===== src/rtl/cg_pkg.sv =====
// Shared types for the clock-gating controller: per-channel FSM states and channel limit.
// Latency: n/a (declarations only).
// Backpressure: n/a.
package cg_pkg;
    localparam int CG_MAX_NCH = 32;

    typedef enum logic [1:0] {
        CG_RUN,
        CG_GATED,
        CG_WAKE
    } cg_state_e;
endpackage


===== src/rtl/cg_cell.sv =====
// Glitch-free gating cell: clk-low-transparent enable latch followed by an AND with clk.
// Latency: enable captured during the low phase takes effect on the next rising edge.
// Backpressure: none.
module cg_cell (
    input  logic clk,
    input  logic en,
    output logic gclk
);
    logic lat;

    // Opaque while clk is high, so en changing at posedge cannot cut a pulse short.
    always_latch begin
        if (!clk) begin
            lat <= en;
        end
    end

    assign gclk = clk & lat;
endmodule


===== src/rtl/clk_gate_ctrl.sv =====
// Multi-channel clock-gating controller: gates a channel after IDLE_CYC idle cycles, wakes on act/force_on.
// Latency: wake sampled at edge k gives the first gclk rise and ready=1 at edge k+1. Optional CGC_SCAN_BYPASS_EN adds test_en.
// Backpressure: none; ready reports when a channel's gated clock is running steadily.
module clk_gate_ctrl
    import cg_pkg::*;
#(
    parameter int NCH      = 8,
    parameter int IDLE_CYC = 4
) (
    input  logic           clk,
    input  logic           rst,
`ifdef CGC_SCAN_BYPASS_EN
    input  logic           test_en,
`endif
    input  logic [NCH-1:0] act,
    input  logic [NCH-1:0] force_on,
    output logic [NCH-1:0] gclk,
    output logic [NCH-1:0] en_q,
    output logic [NCH-1:0] ready,
    output logic [NCH-1:0] gated
);
    localparam int CNT_W = $clog2(IDLE_CYC + 1);
    localparam logic [CNT_W-1:0] CNT_LAST = CNT_W'(IDLE_CYC - 1);

    if (IDLE_CYC < 1) begin : g_bad_idle
        $error("clk_gate_ctrl: IDLE_CYC must be at least 1");
    end
    if (NCH < 1 || NCH > CG_MAX_NCH) begin : g_bad_nch
        $error("clk_gate_ctrl: NCH out of range 1..32");
    end

    for (genvar i = 0; i < NCH; i++) begin : g_ch
        cg_state_e        state_q;
        cg_state_e        state_d;
        logic [CNT_W-1:0] cnt_q;
        logic [CNT_W-1:0] cnt_d;
        logic             idle;
        logic             en_r;
        logic             ready_r;
        logic             gated_r;
        logic             lat_en;

        assign idle = !act[i] && !force_on[i];

        always_comb begin
            state_d = state_q;
            cnt_d   = cnt_q;
            case (state_q)
                CG_RUN: begin
                    if (!idle) begin
                        cnt_d = '0;
                    end else if (cnt_q == CNT_LAST) begin
                        state_d = CG_GATED;
                        cnt_d   = '0;
                    end else begin
                        cnt_d = cnt_q + 1'b1;
                    end
                end
                CG_GATED: begin
                    cnt_d = '0;
                    if (!idle) begin
                        state_d = CG_WAKE;
                    end
                end
                CG_WAKE: begin
                    // Inputs are ignored here: the latch needs one low phase to reopen.
                    state_d = CG_RUN;
                    cnt_d   = '0;
                end
                default: begin
                    state_d = CG_RUN;
                    cnt_d   = '0;
                end
            endcase
        end

        always_ff @(posedge clk) begin
            if (rst) begin
                state_q <= CG_RUN;
                cnt_q   <= '0;
                en_r    <= 1'b1;
                ready_r <= 1'b1;
                gated_r <= 1'b0;
            end else begin
                state_q <= state_d;
                cnt_q   <= cnt_d;
                en_r    <= (state_d != CG_GATED);
                ready_r <= (state_d == CG_RUN);
                gated_r <= (state_d == CG_GATED);
            end
        end

`ifdef CGC_SCAN_BYPASS_EN
        assign lat_en = en_r | test_en;
`else
        assign lat_en = en_r;
`endif

        cg_cell u_cell (
            .clk  (clk),
            .en   (lat_en),
            .gclk (gclk[i])
        );

        assign en_q[i]  = en_r;
        assign ready[i] = ready_r;
        assign gated[i] = gated_r;
    end
endmodule


===== config.mk =====
export PLATFORM = sky130hd
export DESIGN_NAME = clk_gate_ctrl
export DESIGN_NICKNAME = d
export VERILOG_FILES = /design/src/rtl/cg_pkg.sv /design/src/rtl/cg_cell.sv /design/src/rtl/clk_gate_ctrl.sv
export SDC_FILE = /design/constraint.sdc
export NUM_CORES = 1
export LEC_CHECK = 0
export CAP_MARGIN = 15
export CORE_MARGIN = 1.5
export CORE_UTILIZATION = 39
export DETAILED_ROUTE_END_ITERATION = 12
export DONT_BUFFER_PORTS = 1
export GPL_ROUTABILITY_DRIVEN = 0
export GPL_TIMING_DRIVEN = 0
export PLACE_DENSITY = 0.49
export SLEW_MARGIN = 40
export SYNTH_ARGS = -nofsm -noshare
export SYNTH_HDL_FRONTEND = slang
export SYNTH_SLANG_ARGS = --single-unit

===== constraint.sdc =====
create_clock -name clk -period 1.45 [get_ports clk]
set_clock_uncertainty 0.1 [all_clocks]
set_input_delay 0.435 -clock clk [delete_from_list [all_inputs] [get_ports clk]]
set_output_delay 0.435 -clock clk [all_outputs]
set_load 0.02 [all_outputs]

==> impl_metrics.py <==
metrics = {
    "status": {
        "outcome": "complete, but fails checks",
        "violations": "negative setup slack",
    },
    "job": {
        "drv_cap": 0,
    },
    "setup_path": {
        "crit_fanout": 1,
        "cp.required_ns": 0.92,
        "path_class": "latch to output pin",
        "reg2reg_to": "g_ch[2].ready_r$_SDFF_PP1_",
        "end_kind": "output pin",
        "worst_r2r_startpoint": "g_ch[2].cnt_q[0]$_SDFF_PP0_",
        "r2r_cells": 4,
        "cp-start-kind": "latch",
        "reg2reg_slack_ns": 0.08,
        "worstPathArrival_ns": 1.79,
    },
    "global_route": {
        "grt_pass1_wl_mm": 7.66,
        "antenna_found_initial": 0,
        "track_usage_pct": 14.0,
        "grt_start_max_net_pins": 12,
        "first_global_vias": 1767,
        "grt_remaining_overflow": 0,
    },
    "final_layout": {
        "n_antenna_cell": 0,
        "filler_cell_count": 636,
        "syn_to_final_growth_pct": 23.9,
        "layout-drive-gt1-share_pct": 44.2,
        "finalInstanceArea_sq_um": 3370,
        "final_cells": 363,
        "num-nets-final": 312,
    },
    "drt": {
        "antenna_left": 0,
        "drt_iter0_drc": 52,
        "vias_per_cell": 4.71,
        "drt-total-wl_mm": 4.66,
        "wl_per_cell_um": 12.8,
        "drc": 0,
        "detail_route.first_pass.iterations": 4,
        "vias": 1708,
    },
    "floorplan": {
        "die_area_sq_um": 7480,
        "coreArea_sq_um": 6760,
        "row_count": 30,
        "ioPinCount": 50,
        "start_util_pct": 40.3,
        "die_h_um": 86.5,
        "die_w_um": 86.5,
    },
    "power": {
        "ir_drop_v": 0.000549,
        "p_per_area_nw_per_um2": 1500,
        "p_leak_nw": 1.42,
    },
    "timing": {
        "tightestPinTransition_ns": 0.345,
        "hold_viol": 0,
        "rsz0062_at_grt": "true",
        "setup_ws_ns": -0.878,
        "slew_viol_final": 0,
        "slew_headroom_pct": 76.8,
        "setup_violations": 16,
    },
    "logic_synthesis": {
        "ys_ff_latch": 72,
        "netlist_area_sq_um": 2720,
        "syn_nets": 284,
        "yosys.cell_types.count": 17,
        "synth_area_per_cell_sq_um": 10.9,
        "ys_warn_count": 0,
        "synth_area_leaders": "dfxtp_1 47%, buf_4 9.1%, ha_1 7.4%",
        "synth_cells": 250,
        "synth_top_area_share_pct": 47.1,
        "yosys.area.top_type": "dfxtp_1",
    },
    "cts": {
        "cts_setup_buffers": 0,
        "cts_tree": "yes",
        "cts.clk_slew.worst_paths_ns": 0.06,
        "worstSkewPairLatency_ns": 0.44,
    },
    "placement": {
        "dp_cells": 330,
        "detailed_place_hpwl_mm": 2.96,
        "port_buffers": 0,
        "placed_area_sq_um": 2850,
        "dp_slack_ns": -0.410,
    },
    "min_path": {
        "hold_class": "input port to flop",
        "hold_start": "force_on[3]",
        "whs_path_depth": 2,
        "min_to": "g_ch[3].en_r$_SDFF_PP1_",
    },
}
==> power by group <==
part	switching, mW	internal [mW]
clock	1.28	1.72
sequential	0.00743	1.92
combinational	0.0572	0.0664
total	1.35	3.71
==> worst max-delay path, cell delays in order, from the launching register on <==
cell and delay (ns):
dlxtn_1 0.39, and2_4 0.13, buf_6 0.10
==> state kept, by name, indices dropped and copies added, names as in the netlist <==
| signal | cells |
|---|---|
| g_ch.cnt_q | 24 |
| g_ch.ready_r | 8 |
| g_ch.gated_r | 8 |
| g_ch.u_cell.lat | 8 |
| g_ch.en_r | 8 |
| g_ch.state_q | 16 |
==> metal layers <==
layer	routed length (um)	track usage (%)	vias to the layer above
met5	0	0	-
met4	168	12.6	0
met3	297	7.24	19
met2	2020	19.2	42
li1	-	-	868
met1	2170	15.5	779
==> cells in the final DEF (no fill, tap or decap), types with 13 or more instances in the layout <==
cell type / n
buf_6: 33
clkbuf_8: 16
dfxtp_1: 40
dfxtp_2: 24
dlygate4sd3_1: 13
ha_1: 16
nor2_1: 40
nor3_2: 16
==> cells in the mapped netlist <==
master	n
or4_4	8
nor3_2	16
buf_6	1
or3b_1	8
and2_1	8
ha_1	16
inv_1	8
dfxtp_1	64
nor4_4	1
dlxtn_1	8
a2bb2oi_1	8
nand2_1	8
nor2_1	40
and3_1	8
nor4_2	7
buf_4	33
or2_2	8
==> cell type report <==
type                    count  area, sq um  share of cell area (%)
plain buffers              34          379                    11.3
clock buffers              20          235                    6.98
inverters                   8         30.0                   0.891
multi-input cells         136         1060                    31.5
flip-flops and latches     72         1430                    42.6
well taps                  80          100                    2.97
repair buffers             13          130                    3.86
==> kinds of logic after synthesis <==
logic type               synth area share [%]
AO/OA/AOI/OAI                            2.58
adder cells (fa/ha/maj)                  7.36
buffers and inverters                    10.6
flip-flops                               47.1
latches                                  4.42
AND/OR/NAND/NOR                          27.9
==> per-stage QoR <==
step                util, %  hold slack, ns  power [mW]  setup TNS (ns)
finish                 49.9          0.0216        5.05           -6.98
global route           49.9         0.00374        5.34           -7.47
CTS                    48.1        0.000632        5.07           -7.11
detailed placement     42.1           0.292        3.03           -3.25
global placement       42.1           0.287        3.03           -3.25
floorplan                 -           0.285        3.01           -3.23
==> timing repair <==
action / CTS / global route
endpoints found under the hold margin: 6 / 2
endpoints found under the setup margin: 26 / 41
resized for setup: 24 / 38
hold buffers: 11 / 2
==> worst max path at each step <==
stage / start / endpoint / slack [ns] / cells after the start
after floorplan: g_ch[1].u_cell.lat$_DLATCH_N_ / gclk[1] / -0.40 / 2
after global placement: g_ch[5].u_cell.lat$_DLATCH_N_ / gclk[5] / -0.41 / 2
after detailed placement: g_ch[5].u_cell.lat$_DLATCH_N_ / gclk[5] / -0.41 / 2
after CTS: g_ch[5].u_cell.lat$_DLATCH_N_ / gclk[5] / -0.89 / 2
after global routing: g_ch[0].u_cell.lat$_DLATCH_N_ / gclk[0] / -0.92 / 2
final: g_ch[0].u_cell.lat$_DLATCH_N_ / gclk[0] / -0.88 / 2
Power figures use the tool's default switching activity.
